File: src/rtl/random_hardware.sv
// Registered mixing datapath: captures a 100-bit word and, every clock, reports
// a rotate-XOR signature of the input history, a non-zero-cycle count and a popcount.
module random_hardware #(
  parameter int I_WIDTH = 100,
  parameter int O_WIDTH = 222
) (
  input  logic               clock,
  input  logic               reset,
  input  logic [I_WIDTH-1:0] io_in,
  output logic [O_WIDTH-1:0] io_out
);

  localparam int CNT_W = 15;
  localparam int POP_W = 7;

  logic [I_WIDTH-1:0] in_q, in_d;
  logic [I_WIDTH-1:0] sig_q, sig_d;
  logic [CNT_W-1:0]   cnt_q, cnt_d;
  logic [POP_W-1:0]   pop_q, pop_d;

  function automatic logic [POP_W-1:0] popcount(input logic [I_WIDTH-1:0] v);
    logic [POP_W-1:0] n;
    n = '0;
    for (int i = 0; i < I_WIDTH; i++) begin
      n = n + POP_W'(v[i]);
    end
    return n;
  endfunction

  always_comb begin
    in_d  = io_in;
    sig_d = {sig_q[I_WIDTH-2:0], sig_q[I_WIDTH-1]} ^ io_in;
    // Count wraps naturally at 2^15; a zero word holds the count even at the top.
    cnt_d = (|io_in) ? cnt_q + CNT_W'(1) : cnt_q;
    pop_d = popcount(io_in);
  end

  always_ff @(posedge clock or negedge reset) begin
    if (!reset) begin
      in_q  <= '0;
      sig_q <= '0;
      cnt_q <= '0;
      pop_q <= '0;
    end else begin
      in_q  <= in_d;
      sig_q <= sig_d;
      cnt_q <= cnt_d;
      pop_q <= pop_d;
    end
  end

  assign io_out = {pop_q, cnt_q, sig_q, in_q};

endmodule

File: config.mk
export PLATFORM = sky130hd
export DESIGN_NAME = random_hardware
export DESIGN_NICKNAME = d
export VERILOG_FILES = /design/src/rtl/random_hardware.sv
export SDC_FILE = /design/constraint.sdc
export NUM_CORES = 1
export LEC_CHECK = 0
export CORE_MARGIN = 3
export CORE_UTILIZATION = 50
export DETAILED_ROUTE_END_ITERATION = 8
export GPL_ROUTABILITY_DRIVEN = 0
export GPL_TIMING_DRIVEN = 0
export PLACE_DENSITY = 0.87
export REMOVE_ABC_BUFFERS = 1
export SYNTH_ARGS = -nofsm -noshare
export SYNTH_HDL_FRONTEND = slang
export SYNTH_SLANG_ARGS = --single-unit
File: constraint.sdc
create_clock -name clock -period 3.1 [get_ports clock]
set_input_delay 0.31 -clock clock [delete_from_list [all_inputs] [get_ports clock]]
set_output_delay 0.31 -clock clock [all_outputs]
set_load 0.05 [all_outputs]
==> out/qor.csv, run 1 <==
metric,value,unit
layout-drive-gt1-share,0.125,
final_common_cell,clkdlybuf4s50_1,
wl_per_cell,20.7,microns
reg2reg_slack,1.43,ns
ctsRootBufferMaster,clkbuf_16,
fin_skew,0.0156,ns
worst-setup-path-type,input port to flop,
synthCells,667,
core,18800,sq um
cp-end-kind,flop,
cts_buffers,23,
diodes,0,
ys_seq_elements,222,
r2r_start,cnt_q[0],
nets,1271,
port_buffers,323,
worst_pin_slew,0.761,ns
hpwlAfterDp,20600,microns
met3_usage,0.0651,
crit_path_start_kind,input port,
synth_cell_type_count,27,
yosysTopAreaCell,dfrtp_1,
place_ws,-4.33,ns
drc,0,
required,3.50,ns
hold_class,input port to flop,
synth-edff-count,0,
cts_tree,built,
avgSynthCellArea,14.4,sq um
maxSlewHeadroom,0.493,
synthFlopType,dfrtp_1,
use_met1,0.326,
rsz0062_at_grt,yes,
clk_pin_slew_worst_paths,0.06,ns
grt_max_degree,122,
reg2reg_depth,6,
worst_ep_arrival_time,6.57,ns
synthArstFlopShare,1.00,
antenna_found_initial,0,
busiest_layer,met2,
cap_viol_max_count,0,
crit_start,io_in[89],
cts_buffer_depth,3,
cp_max_fo,4,
dieArea,20900,sq um
final_cell_mix,"clkdlybuf4s50_1, dfrtp_1, inv_1",
fin_ws,-3.07,ns
ys_seq_area_frac,0.578,
hold_viol,0,
grt_usage,0.262,
start_util,0.511,
period_minus_slack,6.17,ns
synth_warnings,0,
slew_violations,0,
die_h,145,microns
drtAntennaViolNets,0,
clock-sinks,222,
grt_pass1_wl,41100,microns
fmax,162,MHz
status,finished with violations,
fin_crit_sh,1.99,
dr.pass1.iters,4,
failed_checks,setup timing,
htree_levels,1,
syn-cell-area,9620,sq um
fin_hold_ws,0.00382,ns
insertion_delay,0.51,ns
first_iter_violations,261,
areaGrowthSynthToFinish,49.6,%
wl,27600,microns
finalSetupViolCount,7,
synthTopCellsByArea,"dfrtp_1, fa_1, xor2_1",
rows,50,
route.vias.total,6471,
use_met2,0.455,
synth_top_area_share,0.578,
overflow,0,
via_per_inst,4.84,
r2r_end,cnt_q[14],
crit_path_end,pop_q[6],
fp.dieW,145,microns
grt_pass1_vias,7211,
pin_count,324,
utilization,0.764,
[worst min-delay path by stage]
stage               startpoint         to  slack [ns]  cells after the start
floorplan                reset   cnt_q[0]        0.01                      0
global placement     sig_q[89]  sig_q[90]        0.44                      1
detailed placement       reset   in_q[67]        0.38                      1
CTS                  io_in[31]   in_q[31]       0.002                      1
global route         io_in[15]   in_q[15]       0.002                      1
finish               io_in[15]   in_q[15]       0.004                      1
[cells by family (layout without fill, tap and decap cells)]
| family | count (synthesis) | count (layout) | share of synthesized area |
|---|---|---|---|
| buffers and inverters | 149 | 558 | 0.0589 |
| multiplexers | 1 | 1 | 0.00117 |
| AO/OA/AOI/OAI | 8 | 8 | 0.00520 |
| XOR/XNOR | 119 | 119 | 0.108 |
| flip-flops | 222 | 222 | 0.578 |
| adder cells (fa/ha/maj) | 109 | 109 | 0.210 |
| AND/OR/NAND/NOR | 59 | 59 | 0.0384 |
[area by class of cell]
type                       count  area, sq um
sequential                   222         5560
fill                        1122         4440
timing repair buffer         370         3600
multi-input combinational    296         3570
clock buffer                  30          632
inverter                     147          554
tap                          260          325
clock inverter                11          141
[routing by layer]
layer	share of wire	wire length, microns	up-vias
met5	0	0	-
met1	0.38	10400	3326
met4	0.031	865	0
met2	0.51	14200	278
met3	0.079	2180	57
li1	-	-	2810
[timing repair]
item,4_1_cts,5_1_grt
resized for setup,244,35
hold buffers,31,12
endpoints found under the hold margin,133,12
buffers inserted,4,0
setup endpoints to repair,7,7
pin swaps,44,24
[flip-flops by register name (all words and copies together) (netlist names)]
name and flops:
pop_q 7, sig_q 100, in_q 100, cnt_q 15
[metrics by stage]
step	TNS (ns)	cells	instance area [sq um]
CTS	-18.36	1324	14300
global route	-19.11	1336	14400
detailed placement	-26.70	1249	13200
global placement	-1631.16	1248	13200
floorplan	-19.62	665	9600
finish	-18.32	1336	14400
[synthesized netlist by cell type (2+ instances only)]
cell        n
nor4_1     23
a21oi_1     4
nand4_1    11
nor3_1      2
o21bai_1    2
xor2_1    104
ha_1       21
nand2_1     4
a21o_1      2
dfrtp_1   222
inv_1     147
and3_1      5
xnor2_1    15
nand3_1     5
fa_1       88
[worst max-delay path: stages]
cell and delay [ns]:
buf_4 0.14, fa_1 0.55, inv_2 0.05, fa_1 0.46, fa_1 0.55, inv_1 0.06
fa_1 0.50, inv_2 0.04, fa_2 0.53, inv_2 0.04, fa_1 0.48, inv_1 0.05
fa_2 0.56, fa_2 0.44, fa_1 0.51, inv_2 0.05, ha_4 0.16, fa_2 0.36
a21o_1 0.17, a21oi_2 0.15, o21bai_1 0.07, a21oi_1 0.17, xnor2_1 0.16
Power of run 1 is left out: the tool's default activity adds up to more than one toggle a clock period on the data nets, which glitch-free logic cannot reach.
==> run 2: changes to the inputs <==
Settings changed: CTS_CLUSTER_DIAMETER set to 200.
==> results of run 2 <==
Final layout, timing and power as in run 1 (identical DEF).
Power of run 2 is left out for the same reason.
==> run 3: changes to the inputs <==
Settings changed: CORE_MARGIN 3 to unset.
==> out/qor.csv, run 3 (same netlist as run 1, synthesis figures left out) <==
metric,value,unit
status,finished with violations,
failed_checks,setup timing,
period_minus_slack,6.11,ns
core,18800,sq um
reg_top3,"in_q: 100 flops, sig_q: 100 flops, cnt_q: 15 flops",
worst_pin_slew,0.770,ns
diodes,0,
htree_levels,1,
drc,0,
areaGrowthSynthToFinish,49.4,%
layout.cells.non_filler,1309,
via_per_inst,4.94,
crit_path_start_kind,input port,
final_cell_mix,"clkdlybuf4s50_1, dfrtp_1, inv_1",
reg2reg_depth,6,
fin_skew,0.00722,ns
wl,27600,microns
fin_crit_sh,1.97,
final_common_cell,clkdlybuf4s50_1,
drtAntennaViolNets,0,
required,3.51,ns
overflow,0,
wl_per_cell,21.1,microns
slew_violations,0,
layout-drive-gt1-share,0.143,
grt_max_degree,124,
grt_pass1_wl,41900,microns
cap_viol_max_count,0,
route.vias.total,6463,
fin_ws,-3.01,ns
cp-end-kind,flop,
insertion_delay,0.50,ns
antenna_found_initial,0,
worst-setup-path-type,input port to flop,
rows,50,
hold_class,input port to flop,
fin_hold_ws,0.0114,ns
cp_max_fo,4,
rsz0062_at_grt,yes,
fp.dieW,141,microns
finalSetupViolCount,7,
die_h,141,microns
dr.pass1.iters,4,
worst_ep_arrival_time,6.52,ns
first_iter_violations,306,
hpwlAfterDp,20300,microns
cts_tree,built,
ctsRootBufferMaster,clkbuf_16,
dieArea,19800,sq um
port_buffers,323,
cts_buffers,23,
hold_depth,2,
clock-sinks,222,
grt_pass1_vias,7156,
start_util,0.513,
cts_buffer_depth,3,
place_inst,1223,
grt_usage,0.288,
clk_pin_slew_worst_paths,0.06,ns
maxSlewHeadroom,0.487,
nets,1271,
pin_count,324,
fmax,164,MHz
hold_viol,0,
-- run 3: cell count changes in the layout (fill, tap and decap cells not counted), moves of 2 or more --
| cell | previous run | this run |
|---|---|---|
| buf_4 | 6 | 14 |
| dlygate4sd3_1 | 43 | 34 |
| inv_2 | 17 | 29 |
| dlygate4sd2_1 | 3 | 6 |
| clkbuf_1 | 4 | 2 |
| fa_2 | 15 | 11 |
| a21oi_2 | 2 | 4 |
| buf_6 | 8 | 6 |
| buf_8 | 4 | 6 |
| inv_1 | 129 | 117 |
| clkinvlp_4 | 0 | 2 |
| fa_1 | 73 | 77 |
| a21oi_1 | 2 | 0 |
-- run 3: what timing repair did --
item	CTS	global route
buffers inserted	7	6
endpoints found under the hold margin	129	4
pin swaps	37	27
cloned	0	0
resized for setup	244	48
hold buffers	30	4
setup endpoints to repair	7	7
-- run 3: final timing paths --
| check | from | end | slack, ns |
|---|---|---|---|
| worst max-delay path | io_in[90] | pop_q[6] | -3.01 |
| worst min-delay path | io_in[37] | sig_q[37] | 0.01 |
| worst max register to register | cnt_q[0] | cnt_q[14] | 1.45 |
| worst min register to register | sig_q[33] | sig_q[34] | 0.46 |
| max in group asynchronous | reset | in_q[42] | 1.64 |
| min in group asynchronous | reset | sig_q[1] | 0.41 |
-- run 3: area by class of cell --
cell class | count | area (sq um)
sequential | 222 | 5560
inverter | 147 | 554
timing repair buffer | 370 | 3600
clock buffer | 28 | 624
multi-input combinational | 296 | 3580
tap | 234 | 293
clock inverter | 12 | 173
fill | 1102 | 4390
-- run 3: worst max-delay path: stages --
cell and delay, ns:
clkdlybuf4s50_1 0.65, inv_1 0.10, fa_1 0.51, fa_1 0.53, inv_1 0.05, fa_2 0.52, inv_2 0.04, fa_1 0.48
fa_2 0.56, fa_1 0.44, fa_1 0.49, fa_1 0.54, inv_2 0.05, ha_4 0.16, fa_2 0.37, a21o_1 0.20
a21oi_2 0.13, o21bai_1 0.10, a21oi_2 0.13, xnor2_1 0.14
-- run 3: routing by layer --
metal	part of all wire	global-route usage	vias up
met5	0	0	-
met1	0.37	0.355	3283
met4	0.036	0.108	0
met2	0.51	0.498	308
met3	0.082	0.0683	70
li1	-	-	2802
-- run 3: per-stage QoR --
stage               instance area (sq um)  worst slack (ns)   util  TNS (ns)
finish                              14400             -3.01  0.766    -18.75
global route                        14400             -3.18  0.766    -19.68
CTS                                 14300             -2.99  0.760    -18.10
detailed placement                  13200             -4.25  0.701    -26.42
global placement                    13100             -7.25  0.700  -1631.29
floorplan                            9600             -3.24      -    -19.62
Power of run 3 is left out for the same reason.
